`src/rtl/if_prefetch_unit_pkg.sv`:
```
// Shared rv32i definitions for the pipeline stages.
// No logic: constants, the fetch queue entry layout and an alignment helper.
// Not applicable (no handshake of its own).
package if_prefetch_unit_pkg;

  localparam int XLEN = 32;

  // addi x0,x0,0: presented to ID whenever nothing valid is queued
  localparam logic [XLEN-1:0] NOP_INST = 32'h0000_0013;

  localparam logic [XLEN-1:0] DEFAULT_RESET_PC = 32'h0000_0000;

  // One queued fetch: address and the word read from it
  typedef struct packed {
    logic [XLEN-1:0] pc;
    logic [XLEN-1:0] inst;
  } fetch_entry_t;

  localparam int ENTRY_W = $bits(fetch_entry_t);

  // Instructions are word aligned; low address bits of a target are dropped
  function automatic logic [XLEN-1:0] word_align(input logic [XLEN-1:0] addr);
    return {addr[XLEN-1:2], 2'b00};
  endfunction

endpackage

```
`src/rtl/if_prefetch_unit_if.sv`:
```
// Fetch-stage bus: instruction memory port, redirect input and ID handshake.
// Pure wiring, no latency.
// ID backpressure travels on id_ready_i; the memory side never stalls.
interface if_prefetch_unit_if;
  import if_prefetch_unit_pkg::*;

  logic [XLEN-1:0] i_mem_addr;
  logic [XLEN-1:0] i_mem_rdata;
  logic            branch_taken_i;
  logic [XLEN-1:0] branch_target_i;
  logic            id_ready_i;
  logic            inst_valid_o;
  logic [XLEN-1:0] inst_o;
  logic [XLEN-1:0] pc_o;

  // Prefetch unit side
  modport master (
    output i_mem_addr,
    input  i_mem_rdata,
    input  branch_taken_i,
    input  branch_target_i,
    input  id_ready_i,
    output inst_valid_o,
    output inst_o,
    output pc_o
  );

  // Memory / EX / ID side
  modport slave (
    input  i_mem_addr,
    output i_mem_rdata,
    output branch_taken_i,
    output branch_target_i,
    output id_ready_i,
    input  inst_valid_o,
    input  inst_o,
    input  pc_o
  );

endinterface

```
`src/rtl/if_fifo.sv`:
```
// Synchronous FIFO holding fetched {pc, inst} entries, with a flush input.
// Head visible the cycle after the push edge; no write-to-read bypass.
// Push refused when full unless a pop happens the same cycle; flush wins over both.
module if_fifo #(
  parameter int WIDTH = 64,
  parameter int DEPTH = 4
) (
  input  logic             clk,
  input  logic             rst_n,
  input  logic             flush,
  input  logic             push,
  input  logic             pop,
  input  logic [WIDTH-1:0] wdata,
  output logic [WIDTH-1:0] rdata,
  output logic             full,
  output logic             empty
);

  // DEPTH is a power of two, so pointers wrap naturally at AW bits
  localparam int AW = $clog2(DEPTH);

  logic [WIDTH-1:0] mem [DEPTH];
  logic [AW-1:0]    wr_ptr;
  logic [AW-1:0]    rd_ptr;
  logic [AW:0]      count;
  logic             do_push;
  logic             do_pop;

  assign full    = (count == (AW+1)'(DEPTH));
  assign empty   = (count == '0);
  assign do_pop  = pop && !empty;
  assign do_push = push && (!full || do_pop);
  assign rdata   = mem[rd_ptr];

  // Pointer and occupancy bookkeeping; reset and flush both empty the queue
  always_ff @(posedge clk) begin
    if (!rst_n || flush) begin
      wr_ptr <= '0;
      rd_ptr <= '0;
      count  <= '0;
    end else begin
      if (do_push) wr_ptr <= wr_ptr + 1'b1;
      if (do_pop)  rd_ptr <= rd_ptr + 1'b1;
      case ({do_push, do_pop})
        2'b10:   count <= count + 1'b1;
        2'b01:   count <= count - 1'b1;
        default: count <= count;
      endcase
    end
  end

  // Storage write; contents need no reset since count gates visibility
  always_ff @(posedge clk) begin
    if (rst_n && !flush && do_push) mem[wr_ptr] <= wdata;
  end

endmodule

```
`src/rtl/if_prefetch_unit.sv`:
```
// Instruction prefetch: fetches sequentially into a queue feeding ID, redirects on taken branch.
// Fetch at cycle N is presented at N+1 earliest; redirect target presented two cycles later.
// id_ready_i low holds the head; fetching stops only when the queue is full and not draining.
module if_prefetch_unit
  import if_prefetch_unit_pkg::*;
#(
  parameter logic [XLEN-1:0] RESET_PC = DEFAULT_RESET_PC,
  parameter int              DEPTH    = 4
) (
  input  logic                clk,
  input  logic                rst_n,
  if_prefetch_unit_if.master  bus
);

  logic [XLEN-1:0] fetch_pc;
  logic            redirect;
  logic            q_full;
  logic            q_empty;
  logic            pop;
  logic            push_en;
  fetch_entry_t    wr_entry;
  fetch_entry_t    head;
  logic [ENTRY_W-1:0] head_bits;

  assign redirect = bus.branch_taken_i;
  assign pop      = !q_empty && bus.id_ready_i;
  // A pop frees a slot in the same edge, so a full queue still accepts a fetch
  assign push_en  = (!q_full || pop) && !redirect;

  assign wr_entry.pc   = fetch_pc;
  assign wr_entry.inst = bus.i_mem_rdata;
  assign head          = fetch_entry_t'(head_bits);

  assign bus.i_mem_addr   = fetch_pc;
  assign bus.inst_valid_o = !q_empty;
  assign bus.inst_o       = q_empty ? NOP_INST : head.inst;
  assign bus.pc_o         = q_empty ? '0 : head.pc;

  // Fetch address: reset, then redirect, then sequential advance on each accepted fetch
  always_ff @(posedge clk) begin
    if (!rst_n) begin
      fetch_pc <= RESET_PC;
    end else if (redirect) begin
      fetch_pc <= word_align(bus.branch_target_i);
    end else if (push_en) begin
      fetch_pc <= fetch_pc + 32'd4;
    end
  end

  // Redirect flushes stale entries and suppresses the same-cycle push/pop
  if_fifo #(
    .WIDTH (ENTRY_W),
    .DEPTH (DEPTH)
  ) u_fifo (
    .clk   (clk),
    .rst_n (rst_n),
    .flush (redirect),
    .push  (push_en),
    .pop   (pop && !redirect),
    .wdata (wr_entry),
    .rdata (head_bits),
    .full  (q_full),
    .empty (q_empty)
  );

endmodule
```
`src/flat_wrapper.sv`:
```
// flat-port wrapper written by rule: the top's interface ports become plain ports
module if_prefetch_unit_flat import if_prefetch_unit_pkg::*;
#(
  parameter logic [XLEN-1:0] RESET_PC = DEFAULT_RESET_PC,
  parameter int              DEPTH    = 4
)
  (clk, rst_n, bus_i_mem_addr, bus_i_mem_rdata, bus_branch_taken_i, bus_branch_target_i, bus_id_ready_i, bus_inst_valid_o, bus_inst_o, bus_pc_o);
  if_prefetch_unit_if bus_i ();
  input  logic clk;
  input  logic rst_n;
  output wire logic [$bits(bus_i.i_mem_addr)-1:0] bus_i_mem_addr;
  input wire logic [$bits(bus_i.i_mem_rdata)-1:0] bus_i_mem_rdata;
  input wire logic [$bits(bus_i.branch_taken_i)-1:0] bus_branch_taken_i;
  input wire logic [$bits(bus_i.branch_target_i)-1:0] bus_branch_target_i;
  input wire logic [$bits(bus_i.id_ready_i)-1:0] bus_id_ready_i;
  output wire logic [$bits(bus_i.inst_valid_o)-1:0] bus_inst_valid_o;
  output wire logic [$bits(bus_i.inst_o)-1:0] bus_inst_o;
  output wire logic [$bits(bus_i.pc_o)-1:0] bus_pc_o;
  assign bus_i_mem_addr = bus_i.i_mem_addr;
  assign bus_i.i_mem_rdata = bus_i_mem_rdata;
  assign bus_i.branch_taken_i = bus_branch_taken_i;
  assign bus_i.branch_target_i = bus_branch_target_i;
  assign bus_i.id_ready_i = bus_id_ready_i;
  assign bus_inst_valid_o = bus_i.inst_valid_o;
  assign bus_inst_o = bus_i.inst_o;
  assign bus_pc_o = bus_i.pc_o;
  if_prefetch_unit #(.RESET_PC(RESET_PC), .DEPTH(DEPTH)) u_core (.clk(clk), .rst_n(rst_n), .bus(bus_i));
endmodule
```
`config.mk`:
```
export PLATFORM = sky130hd
export DESIGN_NAME = if_prefetch_unit_flat
export DESIGN_NICKNAME = d
export VERILOG_FILES = /design/src/rtl/if_prefetch_unit_pkg.sv /design/src/rtl/if_prefetch_unit_if.sv /design/src/rtl/if_fifo.sv /design/src/rtl/if_prefetch_unit.sv /design/src/flat_wrapper.sv
export SDC_FILE = /design/constraint.sdc
export NUM_CORES = 1
export LEC_CHECK = 0
export ABC_CLOCK_PERIOD_IN_PS = 7100
export BUFFER_PORTS_ARGS = -buffer_cell sky130_fd_sc_hd__buf_2
export CAP_MARGIN = 25
export CORE_ASPECT_RATIO = 1.4
export CORE_MARGIN = 10
export CORE_UTILIZATION = 40
export DETAILED_ROUTE_END_ITERATION = 16
export PLACE_DENSITY = 0.63
export REMOVE_ABC_BUFFERS = 1
export SLEW_MARGIN = 20
export SYNTH_ARGS = -nofsm -noshare
export SYNTH_HDL_FRONTEND = slang
export SYNTH_SLANG_ARGS = --single-unit
```
`constraint.sdc`:
```
create_clock -name clk -period 7.1 [get_ports clk]
set_input_delay 1.065 -clock clk [delete_from_list [all_inputs] [get_ports clk]]
set_output_delay 1.065 -clock clk [all_outputs]
set_load 0.05 [all_outputs]
```
==> flow_metrics.tcl, run 1 <==
set metrics [dict create \
    status "completed" \
    grtUsageTotal 0.145 \
    r2r_cells 9 \
    synth_area_leaders "edfxtp_1 (64%), mux4_2 (12%), dfxtp_1 (6.7%)" \
    vias 6501 \
    synth_edf_count 248 \
    grt_max_degree 63 \
    nets 910 \
    grt_setup_unrepaired "no" \
    hold_violations 0 \
    worstSetupPathType "flop to primary output" \
    synth.most_common_cell "edfxtp_1" \
    grt_first_pass_wirelength_mm 41.1 \
    path_delay_family "flip-flops" \
    postCtsResizedCells 0 \
    dp_slack_ns 3.15 \
    max_freq_mhz 238 \
    fp-row-count 73 \
    synthCells 679 \
    overflow 0 \
    ys.flop_type "edfxtp_1" \
    yosysTopAreaCellShare 0.642 \
    slowest_stage "dfxtp_4" \
    layout_setup_ws_ns 2.91 \
    cts_hold_buffers 0 \
    ioPinCount 165 \
    design_area_um2 13800 \
    min_period_ns 4.19 \
    cts_tree "built" \
    critPathBufInv 2 \
    routedWlPerCell_um 21.6 \
    start_util 0.407 \
    clk_latency_ns 0.54 \
    htreeDepth 1 \
    path_cells "buf_4, mux4_2, or2_2, buf_2" \
    layout-drive-gt1-share 0.333 \
    placed_cells_incl_taps 1175 \
    fin_setup_tns_ns 0 \
    drcViolationCount 0 \
    die_h_um 221 \
    power_density_nw_per_um2 272 \
    synth_area_um2 11600 \
    arrival_ns 3.13 \
    avgSynthCellArea_um2 17.1 \
    port_buffers 158 \
    p_leak_nw 4.80 \
    vias_per_cell 5.28 \
    clk_pin_slew_ns 0.07 \
    hold_start "u_core.u_fifo.wr_ptr[1]$_SDFFE_PP0P_" \
    cts_setup_buffers 0 \
    die_w_um 164 \
    die_area_um2 36300 \
    end_kind "primary output" \
    r2r_setup_slack_ns 4.24 \
    ys_ff_latch 287 \
    setup_viol 0 \
    first_pass_iters 4 \
    yosysUniqueCellTypes 46 \
    drt_first_iter_violations 416 \
    min_path_type "flop to flop" \
    r2r-end "u_core.u_fifo.count[2]$_SDFFE_PP0P_" \
    fin_crit_sh 0.591 \
    grt_pass1_vias 6855 \
    fin_skew_ns 0.0172 \
    cts.sinks 287 \
    synth-seq-area-share 0.709 \
    async_reset_ff_frac 0 \
    routed_wl_mm 26.6 \
    cap_violations 0 \
    start_kind "flop" \
    ctsRootBufferMaster "clkbuf_16" \
    worst_slew_pin_slew_ns 0.923 \
    final_cells 1231 \
    cp_max_fo 36 \
    hold_depth 2 \
    cpPeakStageDelay_ns 0.89 \
    vdd_drop_max_mv 0.161 \
    area_delta_synth_final_pct 19.3 \
    synth_top_area_cell "edfxtp_1" \
    yosys_warnings 0 \
    ant_nets 0 \
    synth_commonest_cells "edfxtp_1 (248), and2_1 (67), mux4_2 (62), dfxtp_1 (39), o21ai_0 (34)" \
    place_area_um2 12700 \
    hpwl_mm 15.9 \
    holdPathEnd "u_core.u_fifo.wr_ptr[1]$_SDFFE_PP0P_" \
    core_area_um2 28500 \
    timing.rr.start "u_core.u_fifo.count[0]$_SDFFE_PP0P_" \
    crit_required_ns 6.03 \
    grt_antenna_before_repair 1 \
    n_antenna_cell 0 \
    gp_routability_congestion 0.746 \
    clockBufferDepth 3 \
    drv_slew 0 \
    relSlewSlack 0.383 \
    numCtsBuffers 28 \
]
-- logic make-up after synthesis --
kind of cell / synth area share
flip-flops: 0.709
XOR/XNOR: 0.0106
other: 0.000323
multiplexers: 0.121
AND/OR/NAND/NOR: 0.0925
buffers and inverters: 0.0197
AO/OA/AOI/OAI: 0.0375
adder cells (fa/ha/maj): 0.00863
-- placed cells by master, fill, tap and decap left out, drive strengths merged, types with 8 or more instances in the layout --
cell    count
xnor2      10
nand2      22
nand4      12
dfxtp      39
ha          8
mux4       62
a31oi      11
buf       166
edfxtp    248
nor2       11
clkbuf     37
and2       67
nand3      16
or4        13
o21ai      34
inv        10
a21oi       9
-- stage by stage --
stage / utilization / hold slack [ns] / power (mW)
2_1_floorplan: - / 0.465 / 2.12
3_3_place_gp: 0.446 / 0.486 / 2.22
3_5_place_dp: 0.447 / 0.499 / 2.23
4_1_cts: 0.482 / 0.509 / 3.80
5_1_grt: 0.486 / 0.544 / 3.89
6_report: 0.486 / 0.506 / 3.76
-- per-layer routing --
layer / vias to the layer above / wire (µm) / track usage
met2: 183 / 13700 / 0.252
met1: 3287 / 10900 / 0.179
met5: - / 7 / 0
li1: 2988 / - / -
met3: 41 / 1340 / 0.0247
met4: 2 / 611 / 0.0458
-- worst reg2reg max path, stage by stage (launching register included) --
cell,delay (ns)
dfxtp_1,0.39
inv_1,0.06
ha_1,0.22
nor2b_1,0.19
inv_2,0.35
buf_4,0.48
and3_1,0.27
ha_1,0.29
or3_1,0.38
a21oi_1,0.14
-- flip-flops by register name, summed over array words and instances, names as in the netlist, named ones only --
name	cells
u_core.u_fifo.wr_ptr	2
u_core.bus.i_mem_addr	30
u_core.u_fifo.rd_ptr	2
u_core.u_fifo.count	3
u_core.u_fifo.mem	248
-- where the power goes --
group / switching, mW / internal (mW)
Sequential: 0.0402 / 1.88
Combinational: 0.194 / 0.0801
Clock: 0.615 / 0.954
-- worst max-delay path by stage --
stage          startpoint                                 end  depth (start not counted)
3_5_place_dp        rst_n   u_core.u_fifo.mem[2][8]$_DFFE_PP_                          4
5_1_grt              flop                       bus_inst_o[0]                          4
4_1_cts              flop                       bus_inst_o[0]                          4
2_1_floorplan        flop                       bus_inst_o[0]                          2
6_report             flop                       bus_inst_o[0]                          4
3_3_place_gp        rst_n  u_core.u_fifo.mem[3][16]$_DFFE_PP_                          4
-- area by class of cell --
type                            count  area [µm²]
Inverter                           10        37.5
Fill cell                        2453       14700
Clock inverter                     15         218
Clock buffer                       37         776
Sequential cell                   287        8240
Multi-Input combinational cell    341        3160
Timing Repair Buffer              166         943
Tap cell                          375         469
Note: power is estimated with default switching activity, not from simulation.
==> run 2, diff against run 1 <==
- ABC_CLOCK_PERIOD_IN_PS: 7100 -> 4000
- clock period: 7.1 -> 4 ns (I/O delays scaled with it)
==> run 2 against run 1 <==
  * Sequential share of layout area rose by 0.23 points
  * Clock power rose by 63%
  * Wire length fell by 1.5%
  * Register-to-register slack got worse by 3.4 ns
  * Combinational power rose by 78%
  * Clock-buffer cell count fell by 1
  * Critical path depth rose by 2
  * First-iteration DRC count fell by 0.24%
  * Largest power group unchanged
  * Highest routed layer unchanged
==> flow_metrics.tcl, run 2 (synthesized netlist as in run 1, its figures left out) <==
set metrics [dict create \
    cap_violations 0 \
    nFillCells 2484 \
    area_delta_synth_final_pct 18.9 \
    postCtsResizedCells 0 \
    ioPinCount 165 \
    core_area_um2 28500 \
    placed_cells_incl_taps 1193 \
    p_total_mw 6.44 \
    hpwl_mm 17.0 \
    min_path_type "primary input to flop" \
    fp-row-count 73 \
    drt_first_iter_violations 415 \
    final_common_cell "edfxtp_1" \
    cts_hold_buffers 0 \
    clk_latency_ns 0.53 \
    overflow 0 \
    clk_pin_slew_ns 0.06 \
    ctsRootBufferMaster "clkbuf_16" \
    layout-drive-gt1-share 0.339 \
    cp_max_fo 62 \
    multi_input_area_um2 3160 \
    setup_viol 0 \
    largest-register "u_core.u_fifo.mem" \
    drcViolationCount 0 \
    cts_tree "built" \
    clockBufferDepth 3 \
    vdd_drop_max_mv 0.307 \
    final_cells 1240 \
    seqCellArea_um2 8240 \
    grt_first_pass_wirelength_mm 40.7 \
    end_kind "primary output" \
    gp_routability_congestion 0.737 \
    hold_violations 0 \
    worst_slew_pin_slew_ns 0.846 \
    arrival_ns 2.87 \
    die_w_um 164 \
    vias_per_cell 5.26 \
    whs_ns 0.281 \
    nets 922 \
    port_buffers 158 \
    htreeDepth 1 \
    die_h_um 221 \
    routed_wl_mm 26.2 \
    grt_setup_unrepaired "no" \
    relSlewSlack 0.435 \
    worstSetupPathType "flop to primary output" \
    p_leak_nw 4.83 \
    drv_slew 0 \
    fin_crit_sh 0.868 \
    power_density_nw_per_um2 467 \
    routedWlPerCell_um 21.1 \
    max_freq_mhz 288 \
    grtUsageTotal 0.144 \
    finalCoreUtilization 0.484 \
    start_kind "flop" \
    min_period_ns 3.47 \
    n_antenna_cell 0 \
    die_area_um2 36300 \
    grt_antenna_before_repair 1 \
    ant_nets 0 \
    vias 6526 \
    start_util 0.407 \
    grt_pass1_vias 6937 \
    grt_max_degree 63 \
    status "completed" \
    final_cell_mix "edfxtp_1 (248), buf_2 (158), and2_1 (63), mux4_2 (62), dfxtp_1 (37)" \
    cts.sinks 287 \
    largest_reg_flops 248 \
    numCtsBuffers 26 \
    cts_setup_buffers 0 \
    fin_skew_ns 0.00934 \
    crit_required_ns 3.40 \
    first_pass_iters 5 \
]
[run 2: path summary, 6_finish.rpt]
check,cells after the start,slack [ns],from,to
setup / recovery,6,0.53,u_core.u_fifo.count[0]$_SDFFE_PP0P_,bus_pc_o[19]
hold / removal,1,0.28,bus_i_mem_rdata[29],u_core.u_fifo.mem[2][29]$_DFFE_PP_
setup reg to reg,8,0.85,u_core.u_fifo.count[0]$_SDFFE_PP0P_,u_core.u_fifo.count[2]$_SDFFE_PP0P_
hold reg to reg,2,0.50,u_core.u_fifo.wr_ptr[1]$_SDFFE_PP0P_,u_core.u_fifo.wr_ptr[1]$_SDFFE_PP0P_
[run 2: layer usage]
layer | vias up | share of wire | track usage
met2 | 178 | 0.52 | 0.251
met5 | - | 0.00034 | 0
met1 | 3299 | 0.41 | 0.177
met3 | 30 | 0.051 | 0.0268
met4 | 2 | 0.018 | 0.0421
li1 | 3017 | - | -
[run 2: area by class of cell]
class / count / share of cell area
Timing Repair Buffer: 180 / 0.0730
Clock buffer: 36 / 0.0522
Inverter: 10 / 0.00281
Clock inverter: 11 / 0.0114
Multi-Input combinational cell: 341 / 0.229
Tap cell: 375 / 0.0340
Sequential cell: 287 / 0.597
[run 2: report_power, final]
group          switching, mW  total [mW]  internal, mW
clock network           1.04        2.56          1.52
registers             0.0683        3.40          3.33
logic                  0.345       0.489         0.145
[run 2: through the flow]
stage                     TNS (ns)  worst slack, ns  instance area (µm²)
final                            0            0.526                13800
after global routing             0            0.263                13800
after CTS                        0            0.563                13800
after detailed placement         0             1.01                12900
after global placement           0             1.01                12900
after floorplan             -14.04           -0.300                11400
[run 2: worst max-delay path: stages, from the launching register on]
cell      delay [ns]
dfxtp_1         0.33
inv_1           0.06
ha_1            0.18
nor2b_1         0.34
clkinv_2        0.75
and2_1          0.44
buf_2           0.22
